--- config.mk ---
export PLATFORM = sky130hd
export DESIGN_NAME = mem_bus_arbiter
export DESIGN_NICKNAME = d
export VERILOG_FILES = /design/src/rtl/mem_bus_arbiter.sv
export SDC_FILE = /design/constraint.sdc
export NUM_CORES = 1
export LEC_CHECK = 0
export BUFFER_PORTS_ARGS = -buffer_cell sky130_fd_sc_hd__buf_4
export CORE_ASPECT_RATIO = 1.25
export CORE_MARGIN = 2
export CORE_UTILIZATION = 47
export CTS_CLUSTER_DIAMETER = 60
export DETAILED_ROUTE_END_ITERATION = 10
export MAX_ROUTING_LAYER = met4
export PLACE_DENSITY = 0.8
export RECOVER_POWER = 100
export SYNTH_ARGS = -nofsm -noshare
export SYNTH_HDL_FRONTEND = slang
export SYNTH_SLANG_ARGS = --single-unit
--- constraint.sdc ---
create_clock -name clk -period 1.9 [get_ports clk]
set_input_delay 0.38 -clock clk [delete_from_list [all_inputs] [get_ports clk]]
set_output_delay 0.38 -clock clk [all_outputs]
set_load 0.02 [all_outputs]
--- src/rtl/mem_bus_arbiter.sv ---
// Arbitrates CPU and DMA onto one asynchronous 8-bit memory bus and sequences a fixed-length ce_n/oe_n/we_n access.
// Build option MEM_ARB_RR_EN: round-robin contested arbitration instead of CPU priority with a starvation guard.
module mem_bus_arbiter #(
  parameter int AW           = 16,
  parameter int DW           = 8,
  parameter int ACC_CYCLES   = 2,
  parameter int STARVE_LIMIT = 4
) (
  input  logic          clk,
  input  logic          rst,
  input  logic          cpu_req,
  input  logic          cpu_rnw,
  input  logic [AW-1:0] cpu_addr,
  input  logic [DW-1:0] cpu_wdata,
  output logic [DW-1:0] cpu_rdata,
  output logic          cpu_ack,
  input  logic          dma_req,
  input  logic          dma_rnw,
  input  logic [AW-1:0] dma_addr,
  input  logic [DW-1:0] dma_wdata,
  output logic [DW-1:0] dma_rdata,
  output logic          dma_ack,
  output logic          dma_owner,
  output logic [AW-1:0] mem_addr,
  output logic [DW-1:0] mem_wdata,
  input  logic [DW-1:0] mem_rdata,
  output logic          mem_ce_n,
  output logic          mem_oe_n,
  output logic          mem_we_n
);

  // Handshake: a requester holds req with rnw/addr/wdata stable until its ack; ack is a
  // one-cycle pulse in RELEASE, and a req still high in the following IDLE is a new access.

  typedef enum logic [1:0] {
    ST_IDLE    = 2'd0,
    ST_ACCESS  = 2'd1,
    ST_RELEASE = 2'd2
  } state_t;

  localparam int CW = (ACC_CYCLES > 1) ? $clog2(ACC_CYCLES) : 1;

  state_t        state_q, state_d;
  logic [CW-1:0] cnt_q, cnt_d;
  logic          owner_q, owner_d;
  logic          rnw_q, rnw_d;
  logic [AW-1:0] addr_q, addr_d;
  logic [DW-1:0] wdata_q, wdata_d;
  logic [DW-1:0] cpu_rdata_q, cpu_rdata_d;
  logic [DW-1:0] dma_rdata_q, dma_rdata_d;
  logic          ce_n_q, ce_n_d;
  logic          oe_n_q, oe_n_d;
  logic          we_n_q, we_n_d;
  logic          cpu_ack_q, cpu_ack_d;
  logic          dma_ack_q, dma_ack_d;
  logic          grant_dma;
  logic          start;

  assign start = (state_q == ST_IDLE) && (cpu_req || dma_req);

`ifdef MEM_ARB_RR_EN
  // prio_dma_q names the side that wins the next contested arbitration.
  logic prio_dma_q, prio_dma_d;

  always_comb begin
    grant_dma  = dma_req && (!cpu_req || prio_dma_q);
    prio_dma_d = prio_dma_q;
    if (start) prio_dma_d = !grant_dma;
  end

  always_ff @(posedge clk) begin
    if (rst) prio_dma_q <= 1'b0;
    else     prio_dma_q <= prio_dma_d;
  end
`else
  localparam int SW = (STARVE_LIMIT > 0) ? $clog2(STARVE_LIMIT + 1) : 1;
  localparam logic [SW-1:0] LIMIT_V = SW'(STARVE_LIMIT);

  logic [SW-1:0] starve_q, starve_d;
  logic          starve_hit;

  always_comb begin
    starve_hit = (STARVE_LIMIT != 0) && (starve_q == LIMIT_V);
    grant_dma  = dma_req && (!cpu_req || starve_hit);
    starve_d   = starve_q;
    if (start) begin
      if (grant_dma)                                starve_d = '0;
      else if (cpu_req && dma_req && starve_q != '1) starve_d = starve_q + SW'(1);
    end
  end

  always_ff @(posedge clk) begin
    if (rst) starve_q <= '0;
    else     starve_q <= starve_d;
  end
`endif

  always_comb begin
    state_d     = state_q;
    cnt_d       = cnt_q;
    owner_d     = owner_q;
    rnw_d       = rnw_q;
    addr_d      = addr_q;
    wdata_d     = wdata_q;
    cpu_rdata_d = cpu_rdata_q;
    dma_rdata_d = dma_rdata_q;
    ce_n_d      = ce_n_q;
    oe_n_d      = oe_n_q;
    we_n_d      = we_n_q;
    cpu_ack_d   = 1'b0;
    dma_ack_d   = 1'b0;
    case (state_q)
      ST_IDLE: begin
        if (start) begin
          state_d = ST_ACCESS;
          cnt_d   = CW'(ACC_CYCLES - 1);
          owner_d = grant_dma;
          rnw_d   = grant_dma ? dma_rnw   : cpu_rnw;
          addr_d  = grant_dma ? dma_addr  : cpu_addr;
          wdata_d = grant_dma ? dma_wdata : cpu_wdata;
          ce_n_d  = 1'b0;
          oe_n_d  = !rnw_d;
          we_n_d  = rnw_d;
        end
      end
      ST_ACCESS: begin
        if (cnt_q == '0) begin
          state_d = ST_RELEASE;
          ce_n_d  = 1'b1;
          oe_n_d  = 1'b1;
          we_n_d  = 1'b1;
          if (rnw_q) begin
            if (owner_q) dma_rdata_d = mem_rdata;
            else         cpu_rdata_d = mem_rdata;
          end
          if (owner_q) dma_ack_d = 1'b1;
          else         cpu_ack_d = 1'b1;
        end else begin
          cnt_d = cnt_q - CW'(1);
        end
      end
      ST_RELEASE: state_d = ST_IDLE;
      default:    state_d = ST_IDLE;
    endcase
  end

  always_ff @(posedge clk) begin
    if (rst) begin
      state_q     <= ST_IDLE;
      cnt_q       <= '0;
      owner_q     <= 1'b0;
      rnw_q       <= 1'b1;
      addr_q      <= '0;
      wdata_q     <= '0;
      cpu_rdata_q <= '0;
      dma_rdata_q <= '0;
      ce_n_q      <= 1'b1;
      oe_n_q      <= 1'b1;
      we_n_q      <= 1'b1;
      cpu_ack_q   <= 1'b0;
      dma_ack_q   <= 1'b0;
    end else begin
      state_q     <= state_d;
      cnt_q       <= cnt_d;
      owner_q     <= owner_d;
      rnw_q       <= rnw_d;
      addr_q      <= addr_d;
      wdata_q     <= wdata_d;
      cpu_rdata_q <= cpu_rdata_d;
      dma_rdata_q <= dma_rdata_d;
      ce_n_q      <= ce_n_d;
      oe_n_q      <= oe_n_d;
      we_n_q      <= we_n_d;
      cpu_ack_q   <= cpu_ack_d;
      dma_ack_q   <= dma_ack_d;
    end
  end

  assign cpu_rdata = cpu_rdata_q;
  assign cpu_ack   = cpu_ack_q;
  assign dma_rdata = dma_rdata_q;
  assign dma_ack   = dma_ack_q;
  assign dma_owner = owner_q;
  assign mem_addr  = addr_q;
  assign mem_wdata = wdata_q;
  assign mem_ce_n  = ce_n_q;
  assign mem_oe_n  = oe_n_q;
  assign mem_we_n  = we_n_q;

endmodule

* Yosys cells after proc, flatten, opt, wreduce, memory -nomap -nowiden
Index checks and enable logic that the tools add are counted.
W data, S select, Z words.
** Word-level totals
- Bits in registers :: 53
** Cells by class
- Multiplexer cells :: 20
- Add/sub/neg operators :: 2
- Bitwise gates (word level) :: 3
- Reductions and logical operators :: 19
- Equal/unequal tests :: 5
** Operators by type and width (count)
- $mux W16 :: 1
- $mux W1 :: 9
- $mux W8 :: 1
- $pmux W1 S2 :: 4
- $reduce_and A2 Y1 :: 4
- $reduce_and A4 Y1 :: 2
- $mux W3 :: 2
- $logic_and A1 B1 Y1 :: 4
- $mux W2 :: 2
- $ne A2 B2 Y1 const B :: 2
- $pmux W2 S2 :: 1
- $reduce_bool A2 Y1 :: 2
- $add A3 B1 Y3 const B :: 1
- $eq A3 B3 Y1 const B :: 1
- $ne A3 B3 Y1 const B :: 1
- $not A1 Y1 :: 3
- $reduce_and A3 Y1 :: 1
- $reduce_or A3 Y1 :: 1
- $eq A2 B1 Y1 const B :: 1
- $logic_not A1 Y1 :: 2
- $logic_not A2 Y1 :: 1
- $logic_or A1 B1 Y1 :: 2
- $sub A1 B1 Y1 const B :: 1

* Depth between registers and ports, before layout
- Depth in word-level cells :: 7
- Gate-level depth with buffers :: 7
- Gate-level depth less buffers :: 5

* Worst setup path before layout
No wires, ideal clock.
- Kind :: register to register
- Start :: register starve_q[0]
- End :: register addr_q[0], in the netlist mem_addr[0]
- Buffers on the path :: 1
- Slack :: 0.305 ns
- Setup time :: 0.091 ns
- Stages on the path, launching flop included :: 7
- Data arrival time :: 1.504 ns
- Cell sequence :: dfxtp_1 > inv_1 > ha_1 > a21boi_1 > clkbuf_2 > o21ai_1 > a311oi_1
** On the way
- Word-level cells in the longest chain between the ends :: 4
** RTL lines
- from (decl) :: RTL line 79 : logic [SW-1:0] starve_q, starve_d;
- from (signal assigned) :: RTL line 94 : else starve_q <= starve_d;
- $eq A3 B3 Y1 :: RTL line 83 : starve_hit = (STARVE_LIMIT != 0) && (starve_q == LIMIT_V);
- $logic_or A1 B1 Y1 :: RTL line 84 : grant_dma = dma_req && (!cpu_req || starve_hit);
- $logic_and A1 B1 Y1 :: RTL line 84
- $mux W16 :: RTL line 119 : addr_d = grant_dma ? dma_addr : cpu_addr;
- to (signal assigned) :: RTL line 167 : addr_q <= addr_d;
- to (decl) :: RTL line 47 : logic [AW-1:0] addr_q, addr_d;
No other way between the ends.
A chain may end at the register's enable or synchronous reset.

* Worst setup path in the final report
- Start :: register starve_q[0]
- End :: register starve_q[0]
** On the way
- Word-level cells in the longest chain between the ends :: 5
** RTL lines
- branches (longest 5 deep; another with $add A3 B1 Y3)
Several ways; the timed one is not identified. The select of a mux whose other input is x is not followed.

==> out/metrics.yaml <==
sta:
  rsz0062_at_grt: "no"
  post-route-period-util: 0.868
  final-hold-violation-count: 0
  fin_skew_ns: 0.00519
  worst_slew_pin_slew_ns: 0.918
  setup_viol: 0
  fin_tns_setup_ns: 0
  period_needed_ns: 1.65
  max_freq_ghz: 0.607
  slew_headroom: 0.388
  slew_viol_final: 0
yosys:
  synthTopCellsByCount: "53 x dfxtp_1, 27 x a21oi_1, 27 x nand2b_1, 27 x nand3_1, 24 x a311oi_1"
  ys_seq_area_frac: 0.436
  synth_most_common_cell: "dfxtp_1"
  synthCells: 274
  netlist_area_mm2: 0.00243
  synth-edff-count: 0
  yosys.area.top_type_share: 0.436
  synthDistinctLibCells: 37
  synth_warnings: 0
  synth-seq-cells: 53
  ys.flop_type: "dfxtp_1"
  syn_nets: 339
  yosys-top-cells-area: "dfxtp_1 44%, a311oi_1 8.6%, nand2b_1 6.9%, mux2i_1 6.6%, a21oi_1 5.6%"
  async_flop_share: 0
  syn_area_per_cell_um2: 8.88
  yosys.area.top_type: "dfxtp_1"
placed_design:
  dpl.cell_count: 424
  gp_congestion: 0.816
  port-buffer-count: 107
  dp.final_hpwl_mm: 4.49
power:
  switchingPower_mw: 0.800
  p_comb_frac: 0.256
  p_int_mw: 1.74
  power_switching_share: 0.315
  power.leakage_nw: 1.27
  irDropWorstVdd_uv: 442
  p_per_area_mw_per_mm2: 805
  power_frac_seq: 0.504
  pwr-share-clk: 0.240
  power_mw: 2.54
setup_path:
  crit_path_start_kind: "flip-flop"
  slowest_stage: "or4_1"
  crit_type: "flip-flop to flip-flop"
  critPathCaptureType: "flip-flop"
  cp_cell_sequence: "inv_1 -> ha_1 -> a21bo_1 -> or4_1 -> o22ai_1"
  rr_worst_depth: 5
  cp_max_fo: 7
  cp_data_required_time_ns: 2.13
  crit_arrival_ns: 1.88
  slowest_delay_ns: 0.49
detailed_routing:
  firstDrtPassIters: 4
  met3_length_um: 418
  vias_per_cell: 5.52
  avgRoutedWirePerCell_um: 14.7
  drt_iter0_drc: 69
  num_vias: 2386
  top_layer: "met4"
  drt-total-wl_mm: 6.34
  drtAntennaViolNets: 0
  drc: 0
  met1_length_mm: 2.65
  route.met2.wl_mm: 3.21
cells_and_area:
  drive_gt1_frac: 0.214
  antenna_cells: 0
  finalNonFillerCells: 432
  syn2layout_area_growth_pct: 29.7
  final_nets: 434
  fill_cells: 495
clock_network:
  clockRootBuffer: "clkbuf_8"
  htreeDepth: 2
  cts.clk_slew.worst_paths_ns: 0.09
  tritoncts: "yes"
  cts_buffers: 5
  cts_resized: 0
  insertion_delay_ns: 0.30
  tritoncts_num_sinks: 53
  clockBufferDepth: 2
  post_cts_buffers: 0
  hold_buffers: 0
status:
  status: "complete, no violations"
floorplanning:
  core_mm2: 0.00504
  dieArea_mm2: 0.00577
  start_util: 0.483
  fp.dieH_um: 84.5
  ios: 108
  die_w_um: 68.4
  rows: 29
global_route:
  grt_pass1_wl_mm: 10.3
  gr-total-overflow: 0
  grt_start_max_net_pins: 49
  grt_antenna_before_repair: 0
  grt_pass1_vias: 2262
  grt.total_usage: 0.234
worst_hold_path:
  hp-class: "primary input to flip-flop"
  whs_path_depth: 3
run:
  drv_cap: 0
[layout by cell type (no fill, tap or decap), drive strengths merged, types with 2 or more instances in the layout]
cell	count
nor2	5
o21ai	26
a21oi	27
inv	9
nand3	27
and3	2
ha	3
nand2b	27
and2	2
a211oi	3
a31oi	2
a311oi	24
nand2	3
buf	69
dfxtp	53
o32ai	2
or2	4
o22ai	2
mux2i	16
clkbuf	53
[through the flow]
stage	instance area [um^2]	setup slack (ns)	util	hold slack, ns
after detailed placement	3250	0.318	0.645	0.460
final	3160	0.251	0.626	0.355
after floorplan	2430	0.305	-	0.482
after global routing	3160	0.120	0.626	0.353
after global placement	3250	0.361	0.645	0.446
after CTS	3340	0.289	0.661	0.346
[worst paths after layout]
check	endpoint	slack, ns	from
hold / removal	mem_addr[3]$_SDFFE_PP0P_	0.36	dma_addr[3]
setup reg to reg	starve_q[0]$_SDFFE_PP0P_	0.25	starve_q[0]$_SDFFE_PP0P_
setup / recovery	starve_q[0]$_SDFFE_PP0P_	0.25	starve_q[0]$_SDFFE_PP0P_
hold reg to reg	cpu_rdata[2]$_SDFFE_PP0P_	0.48	cpu_rdata[2]$_SDFFE_PP0P_
[critical path: cells and delay by family (launching register included)]
family	cells	cell delay [ns]
simple gates	1	0.49
compound gates	2	0.46
flops	1	0.37
fa+ha+maj	1	0.22
buf+inv	1	0.05
[per-layer routing]
layer	up-vias	GRT usage
met5	-	-
met1	1101	0.279
li1	1190	-
met3	6	0.0536
met2	89	0.389
met4	0	0.0600
[state kept, by name, summed over array words and instances (netlist names), 2 cells and up]
register	count
mem_wdata	8
state_q	2
starve_q	3
cpu_rdata	8
mem_addr	16
dma_rdata	8
[logic make-up (layout without fill, tap and decap cells)]
logic type | count (synthesis) | count (layout) | share of synthesized area
AOI/OAI and AO/OA | 91 | 91 | 0.240
and+or+nand+nor | 75 | 75 | 0.176
DFF | 53 | 53 | 0.436
buffers and inverters | 36 | 132 | 0.0668
muxes | 16 | 16 | 0.0658
adders and majority gates | 3 | 3 | 0.0154
[area by class of cell]
type	count	area, um^2	share of cell area
Sequential cell	53	1060	0.336
Tap cell	62	77.6	0.0246
Inverter	9	33.8	0.0107
Clock inverter	1	7.51	0.00238
Clock buffer	7	76.3	0.0242
Timing Repair Buffer	115	691	0.219
Multi-Input combinational cell	185	1210	0.383
[power groups by stage]
stage               Combinational (mW)  Clock, mW  Sequential, mW
floorplan                        0.321          0            1.41
global placement                 0.725          0            1.30
detailed placement               0.734          0            1.31
CTS                              0.733      0.633            1.28
global route                     0.712      0.664            1.29
finish                           0.650      0.611            1.28
Power figures use the tool's default switching activity.
